===== src/rtl/cv_bank_mapper.sv =====
// Cartridge banking unit for ColecoVision / SG-1000 class carts: linear, MegaCart and
// Sega 3-slot page selection, SGM BIOS/RAM control ports and a cartridge wait-state generator.
module cv_bank_mapper #(
    parameter int PAGE_W    = 6,
    parameter int CART_WAIT = 0,
    parameter bit SGM_EN    = 1'b1
) (
    input  logic              clk_i,
    input  logic              reset_n_i,
    input  logic [1:0]        mode_i,
    input  logic [PAGE_W-1:0] cart_pages_i,
    input  logic [15:0]       a_i,
    input  logic [7:0]        d_i,
    input  logic              mreq_n_i,
    input  logic              iorq_n_i,
    input  logic              rd_n_i,
    input  logic              wr_n_i,
    input  logic              rfsh_n_i,
    output logic [PAGE_W-1:0] cart_page_o,
    output logic [PAGE_W+13:0] rom_a_o,
    output logic              bios_en_o,
    output logic              sgm_ram_en_o,
    output logic              mapper_wr_o,
    output logic              wait_n_o
);
    localparam logic [1:0] MODE_MEGA = 2'd1;
    localparam logic [1:0] MODE_SEGA = 2'd2;
    localparam logic [3:0] WAIT_INIT = 4'(CART_WAIT - 1);

    logic [PAGE_W-1:0] megacart_pg_q, megacart_pg_d;
    logic [PAGE_W-1:0] slot0_q, slot0_d, slot1_q, slot1_d, slot2_q, slot2_d;
    logic              bios_en_q, bios_en_d, sgm_ram_en_q, sgm_ram_en_d;
    logic              mapper_wr_q, mapper_wr_d, wait_n_q, wait_n_d;
    logic [3:0]        wait_cnt_q, wait_cnt_d;
    logic              mq_q, iw_q;
    logic              mq, iw, mq_first, iw_first, mega_ld, sega_ld, in_cart;
    logic              unused_bits;

    assign unused_bits = ^{d_i, a_i};

    // Bus qualification; registers only load on the first cycle of a strobe.
    assign mq       = !mreq_n_i && rfsh_n_i && (!rd_n_i || !wr_n_i);
    assign iw       = !iorq_n_i && mreq_n_i && !wr_n_i;
    assign mq_first = mq && !mq_q;
    assign iw_first = iw && !iw_q;

    assign mega_ld = mq_first && !rd_n_i && (mode_i == MODE_MEGA) && (a_i[15:6] == 10'h3FF);
    assign sega_ld = mq_first && !wr_n_i && (mode_i == MODE_SEGA) && (a_i[15:2] == 14'h3FFF)
                     && (a_i[1:0] != 2'b00);
    assign in_cart = (mode_i == MODE_SEGA) ? (a_i[15:14] != 2'b11) : a_i[15];

    always_comb begin
        cart_page_o = '0;
        case (mode_i)
            MODE_MEGA: begin
                if (a_i[15:14] == 2'b10) cart_page_o = cart_pages_i;
                else if (a_i[15:14] == 2'b11) cart_page_o = megacart_pg_q;
            end
            MODE_SEGA: begin
                case (a_i[15:14])
                    2'b00:   cart_page_o = slot0_q;
                    2'b01:   cart_page_o = slot1_q;
                    2'b10:   cart_page_o = slot2_q;
                    default: cart_page_o = '0;
                endcase
            end
            default: begin
                if (a_i[15:14] == 2'b11) cart_page_o = PAGE_W'(1) & cart_pages_i;
            end
        endcase
    end

    assign rom_a_o = {cart_page_o, a_i[13:0]};

    always_comb begin
        megacart_pg_d = megacart_pg_q;
        slot0_d       = slot0_q;
        slot1_d       = slot1_q;
        slot2_d       = slot2_q;
        bios_en_d     = bios_en_q;
        sgm_ram_en_d  = sgm_ram_en_q;
        wait_n_d      = wait_n_q;
        wait_cnt_d    = wait_cnt_q;
        mapper_wr_d   = mega_ld || sega_ld;

        if (mega_ld) megacart_pg_d = a_i[PAGE_W-1:0] & cart_pages_i;
        if (sega_ld) begin
            case (a_i[1:0])
                2'b01:   slot0_d = d_i[PAGE_W-1:0] & cart_pages_i;
                2'b10:   slot1_d = d_i[PAGE_W-1:0] & cart_pages_i;
                default: slot2_d = d_i[PAGE_W-1:0] & cart_pages_i;
            endcase
        end

        if (iw_first && a_i[7:0] == 8'h7F) bios_en_d = d_i[1];
        if (mode_i == MODE_SEGA) bios_en_d = 1'b0;
        if (SGM_EN && iw_first && a_i[7:0] == 8'h53) sgm_ram_en_d = d_i[0];

        // Count down while WAIT is held low; release on the edge after the counter hits zero.
        if (!wait_n_q) begin
            if (wait_cnt_q != 4'd0) wait_cnt_d = wait_cnt_q - 4'd1;
            else                    wait_n_d   = 1'b1;
        end else if ((CART_WAIT > 0) && mq_first && in_cart) begin
            wait_n_d   = 1'b0;
            wait_cnt_d = WAIT_INIT;
        end
    end

    always_ff @(posedge clk_i) begin
        if (!reset_n_i) begin
            megacart_pg_q <= '0;
            slot0_q       <= '0;
            slot1_q       <= PAGE_W'(1) & cart_pages_i;
            slot2_q       <= PAGE_W'(2) & cart_pages_i;
            bios_en_q     <= 1'b1;
            sgm_ram_en_q  <= 1'b0;
            mapper_wr_q   <= 1'b0;
            wait_n_q      <= 1'b1;
            wait_cnt_q    <= 4'd0;
            mq_q          <= 1'b0;
            iw_q          <= 1'b0;
        end else begin
            megacart_pg_q <= megacart_pg_d;
            slot0_q       <= slot0_d;
            slot1_q       <= slot1_d;
            slot2_q       <= slot2_d;
            bios_en_q     <= bios_en_d;
            sgm_ram_en_q  <= sgm_ram_en_d;
            mapper_wr_q   <= mapper_wr_d;
            wait_n_q      <= wait_n_d;
            wait_cnt_q    <= wait_cnt_d;
            mq_q          <= mq;
            iw_q          <= iw;
        end
    end

    assign bios_en_o    = bios_en_q;
    assign sgm_ram_en_o = sgm_ram_en_q;
    assign mapper_wr_o  = mapper_wr_q;
    assign wait_n_o     = wait_n_q;
endmodule


===== config.mk =====
export PLATFORM = sky130hd
export DESIGN_NAME = cv_bank_mapper
export DESIGN_NICKNAME = d
export VERILOG_FILES = /design/src/rtl/cv_bank_mapper.sv
export SDC_FILE = /design/constraint.sdc
export NUM_CORES = 1
export LEC_CHECK = 0
export CORE_MARGIN = 2
export CORE_UTILIZATION = 41
export DETAILED_ROUTE_END_ITERATION = 10
export PLACE_DENSITY_LB_ADDON = 0.08
export SLEW_MARGIN = 15
export SYNTH_ARGS = -nofsm -noshare
export SYNTH_HDL_FRONTEND = slang
export SYNTH_SLANG_ARGS = --single-unit
export TNS_END_PERCENT = 5

===== constraint.sdc =====
create_clock -name clk_i -period 2.1 [get_ports clk_i]
set_input_delay 0.42 -clock clk_i [delete_from_list [all_inputs] [get_ports clk_i]]
set_output_delay 0.42 -clock clk_i [all_outputs]
set_load 0.1 [all_outputs]

==> summary.txt <==
Run status
  • Result of the run: finished, final reports clean

Global routing
  • Maximum number of pins on one net before global-route repair: 19
  • Gr usage total: about a quarter
  • Overflow after GRT: 0
  • Via count of the first global-routing pass: around 2200
  • Global-route wire length before repair: 10.7 mm
  • Number of antenna violations at the first check in global routing: 0

STA
  • Unrepaired setup endpoints after global routing: yes
  • Worst clock skew: 0.00747 ns
  • Final period util: between 90 and 100%
  • Measured slew at the worst slew-check pin: 0.388 ns
  • Final Max Tran Viols: 0
  • Slew Limit Headroom: 73.5%
  • Final hold violation count: 0
  • Final min period: 2.06 ns
  • Final-report setup violation count: 0
  • Sum of negative setup slack: 0 ns
  • FMAX: 0.485 GHz

Clocking
  • Clock tree from TritonCTS: done
  • Buffer cell driving the clock tree root: sky130_fd_sc_hd__clkbuf_8
  • Clock Latency Late Sink: 0.29 ns
  • Maximum level of the CTS H-tree: 2
  • Number of clock sinks: 34
  • Clock-pin slew reported for the worst setup and hold paths after clock tree synthesis: 0.08 ns
  • Number of buffers between clock root and the deepest sink: 2
  • CTS Buf Count: 5

Die
  • Die Wd: about 75 um
  • DIE AREA: 0.00555 sq mm
  • Initial core utilization: 42.9%
  • Core outline area: 0.00475 sq mm
  • Floorplan die height: 74.5 um
  • Top Ports: around 70
  • Number of core rows: 25

Synthesis
  • Cell count after synthesis: 241
  • Xor and xnor fraction of the mapped netlist area: 0.859%
  • Most frequently used cell type in the post-synthesis netlist: sky130_fd_sc_hd__dfxtp_1
  • Cell type with the highest aggregate area in the netlist: sky130_fd_sc_hd__dfxtp_1
  • Part of the Yosys area used for sequential elements: 34.4%
  • Fraction of synthesized area in multiplexers: 6.88%
  • Simple-gate portion of the synthesized area: 20.6%
  • Mapped Nets: 287
  • Number of flops mapped to enable cells by yosys: 2
  • Yosys warns: 0
  • Post-synthesis instance area: 0.00204 sq mm
  • Synth Area in Adders: 4.30%
  • Post-synthesis compound-gate area fraction: ~20%
  • Number of synthesized register bits: 34
  • Fraction of synthesized cell area taken by the top area cell type: approximately a third
  • Library cells used by synthesis: 35
  • Most used flip-flop cell after synthesis: sky130_fd_sc_hd__dfxtp_1
  • Most used standard cells in the synthesized netlist: sky130_fd_sc_hd__dfxtp_1, sky130_fd_sc_hd__a21oi_1, sky130_fd_sc_hd__buf_4, sky130_fd_sc_hd__nand4_1, sky130_fd_sc_hd__nor2_1
  • Cell types with the largest area share after synthesis: sky130_fd_sc_hd__dfxtp_1, sky130_fd_sc_hd__buf_4, sky130_fd_sc_hd__a21oi_1
  • Combinational family with the most area after synthesis: simple AND/OR/NAND/NOR gates
  • Syn_area_per_cell: 8.46 sq um
  • Share of synthesized registers carrying an async set or reset: 0%

Placed design
  • Post-Place Cells: between 300 and 400
  • Number of port buffers: 66
  • Standard cell area after detailed placement: 0.00328 sq mm
  • GP Congestion: around 0.8
  • Half-perimeter wire length after placement: 4.94 mm

Route
  • Post-detailed-route DRC marker count: 0
  • WL/cell: 15.7 um
  • Vias after detailed routing: approximately 2100
  • Antenna violation net count after detailed routing: 0
  • DRT iter0 DRCs: 93
  • Number of detailed-route iterations in the first pass: 4
  • Total Wirelength: approximately 6.3 mm
  • Vias per cell: roughly 5.3

Worst setup path
  • Worst path top cell family by delay: buffers and inverters
  • Type of element capturing the critical path: primary output
  • Worst Path Buf+Inv: 3
  • CP startpoint kind: primary input
  • Master of the slowest instance on the critical path: sky130_fd_sc_hd__bufbuf_16
  • CP max stage delay: 0.27 ns
  • List of cells traversed by the critical path: buf_2 > bufbuf_16 > nor2b_4 > o2bb2ai_2 > a21oi_2 > nor2_4 > buf_12
  • Worst Path Arrival: 1.64 ns
  • Critical path type: in -> out
  • Crit-path max FO: 4
  • Required time at the worst-slack endpoint: 1.68 ns

Cells and area
  • Nets@finish: 381
  • Design Area, Final: 0.00355 sq mm
  • P&R area growth vs syn: 74.3%
  • Share of cells above drive strength 1: 37.5%
  • Layout Utilization: 74.7%
  • Diodes inserted: 0
  • Filler cells: 367
  • Final standard cell count with taps included and fillers excluded: around 400

Job
  • Number of max-cap violations: 0

Pwr
  • Peak ir drop on the vdd network: just under 0.3 mV
  • Power density over the cells: 539 mW/mm^2
  • Leak pwr: 0.00139 uW

Min path
  • Path type of the worst min-delay path: reg -> reg
==> layer usage <==
metal,track usage [%],up-vias,routed length [um]
li1,-,1059,-
met2,42.1,77,3200
met3,6.37,14,358
met5,0,-,0
met4,11.7,0,162
met1,31.6,999,2610
==> timing repair <==
item,4_1_cts,5_1_grt
gates cloned,1,0
pin swaps,9,0
setup buffers,4,0
hold buffers,0,0
endpoints found under the setup margin,14,21
resized for setup,28,13
==> metrics by stage <==
stage | setup slack [ns] | hold WS (ns) | total power, uW
detailed placement | -0.328 | 0.459 | 1210
CTS | 0.0245 | 0.472 | 1930
global placement | -0.315 | 0.456 | 1210
finish | 0.0378 | 0.472 | 1910
global route | -0.0259 | 0.505 | 1970
floorplan | -0.126 | 0.444 | 981
==> worst paths after layout <==
check / slack, ns / cells after the start / endpoint / from
setup reg to reg: 0.48 / 4 / slot2_q[0]$_SDFFE_PN0P_ / mq_q$_SDFF_PN0_
hold / removal: 0.47 / 2 / slot1_q[4]$_SDFFE_PN0P_ / slot1_q[4]$_SDFFE_PN0P_
hold reg to reg: 0.47 / 2 / slot1_q[4]$_SDFFE_PN0P_ / slot1_q[4]$_SDFFE_PN0P_
setup / recovery: 0.04 / 7 / rom_a_o[16] / a_i[15]
==> report_power, final <==
part	switching, uW	internal, uW	total, uW
clock network	262	428	689
logic	319	247	566
registers	2.38	656	659
==> flip-flops by register name, indices dropped and copies added, names as in the netlist <==
name and flops:
mq_q 1, megacart_pg_q 6, mapper_wr_o 1, bios_en_o 1, wait_n_o 1, sgm_ram_en_o 1
wait_cnt_q 4, slot0_q 6, iw_q 1, slot2_q 6, slot1_q 6
==> tightest hold or removal path, stage by stage, from the launching register on <==
cell and delay [ns]:
sky130_fd_sc_hd__dfxtp_1 0.32, sky130_fd_sc_hd__o31ai_1 0.06, sky130_fd_sc_hd__a21oi_1 0.05
==> kinds of logic after synthesis <==
family,count (synthesis)
mux,14
flops,34
fa+ha+maj,7
compound gates,69
buf+inv,45
xor+xnor,2
simple gates,70
==> area by class of cell <==
cell class                 count  area (sq um)  area share (%)
clock buffer                   6          93.8            2.64
multi-input combinational    162          1240            34.9
sequential                    34           701            19.7
tap                           67          83.8            2.36
timing repair buffer         120          1350            38.0
clock inverter                 2          38.8            1.09
inverter                      12          45.0            1.27
==> cells in the final DEF, fill, tap and decap left out, types with 4 or more instances in the layout <==
master	n
sky130_fd_sc_hd__buf_4	53
sky130_fd_sc_hd__dfxtp_1	32
sky130_fd_sc_hd__clkdlybuf4s50_1	31
sky130_fd_sc_hd__buf_12	27
sky130_fd_sc_hd__a21oi_1	25
sky130_fd_sc_hd__nand4_1	17
sky130_fd_sc_hd__mux2i_1	13
sky130_fd_sc_hd__inv_1	11
sky130_fd_sc_hd__o31ai_1	11
sky130_fd_sc_hd__o21ai_0	10
sky130_fd_sc_hd__nand3_1	9
sky130_fd_sc_hd__nor2_1	8
sky130_fd_sc_hd__and2_1	6
sky130_fd_sc_hd__o2bb2ai_2	5
sky130_fd_sc_hd__nor2_4	5
sky130_fd_sc_hd__clkbuf_8	5
sky130_fd_sc_hd__a21oi_2	4
sky130_fd_sc_hd__o21ai_1	4
sky130_fd_sc_hd__ha_1	4
No activity file was read; power rests on OpenSTA's default activity.
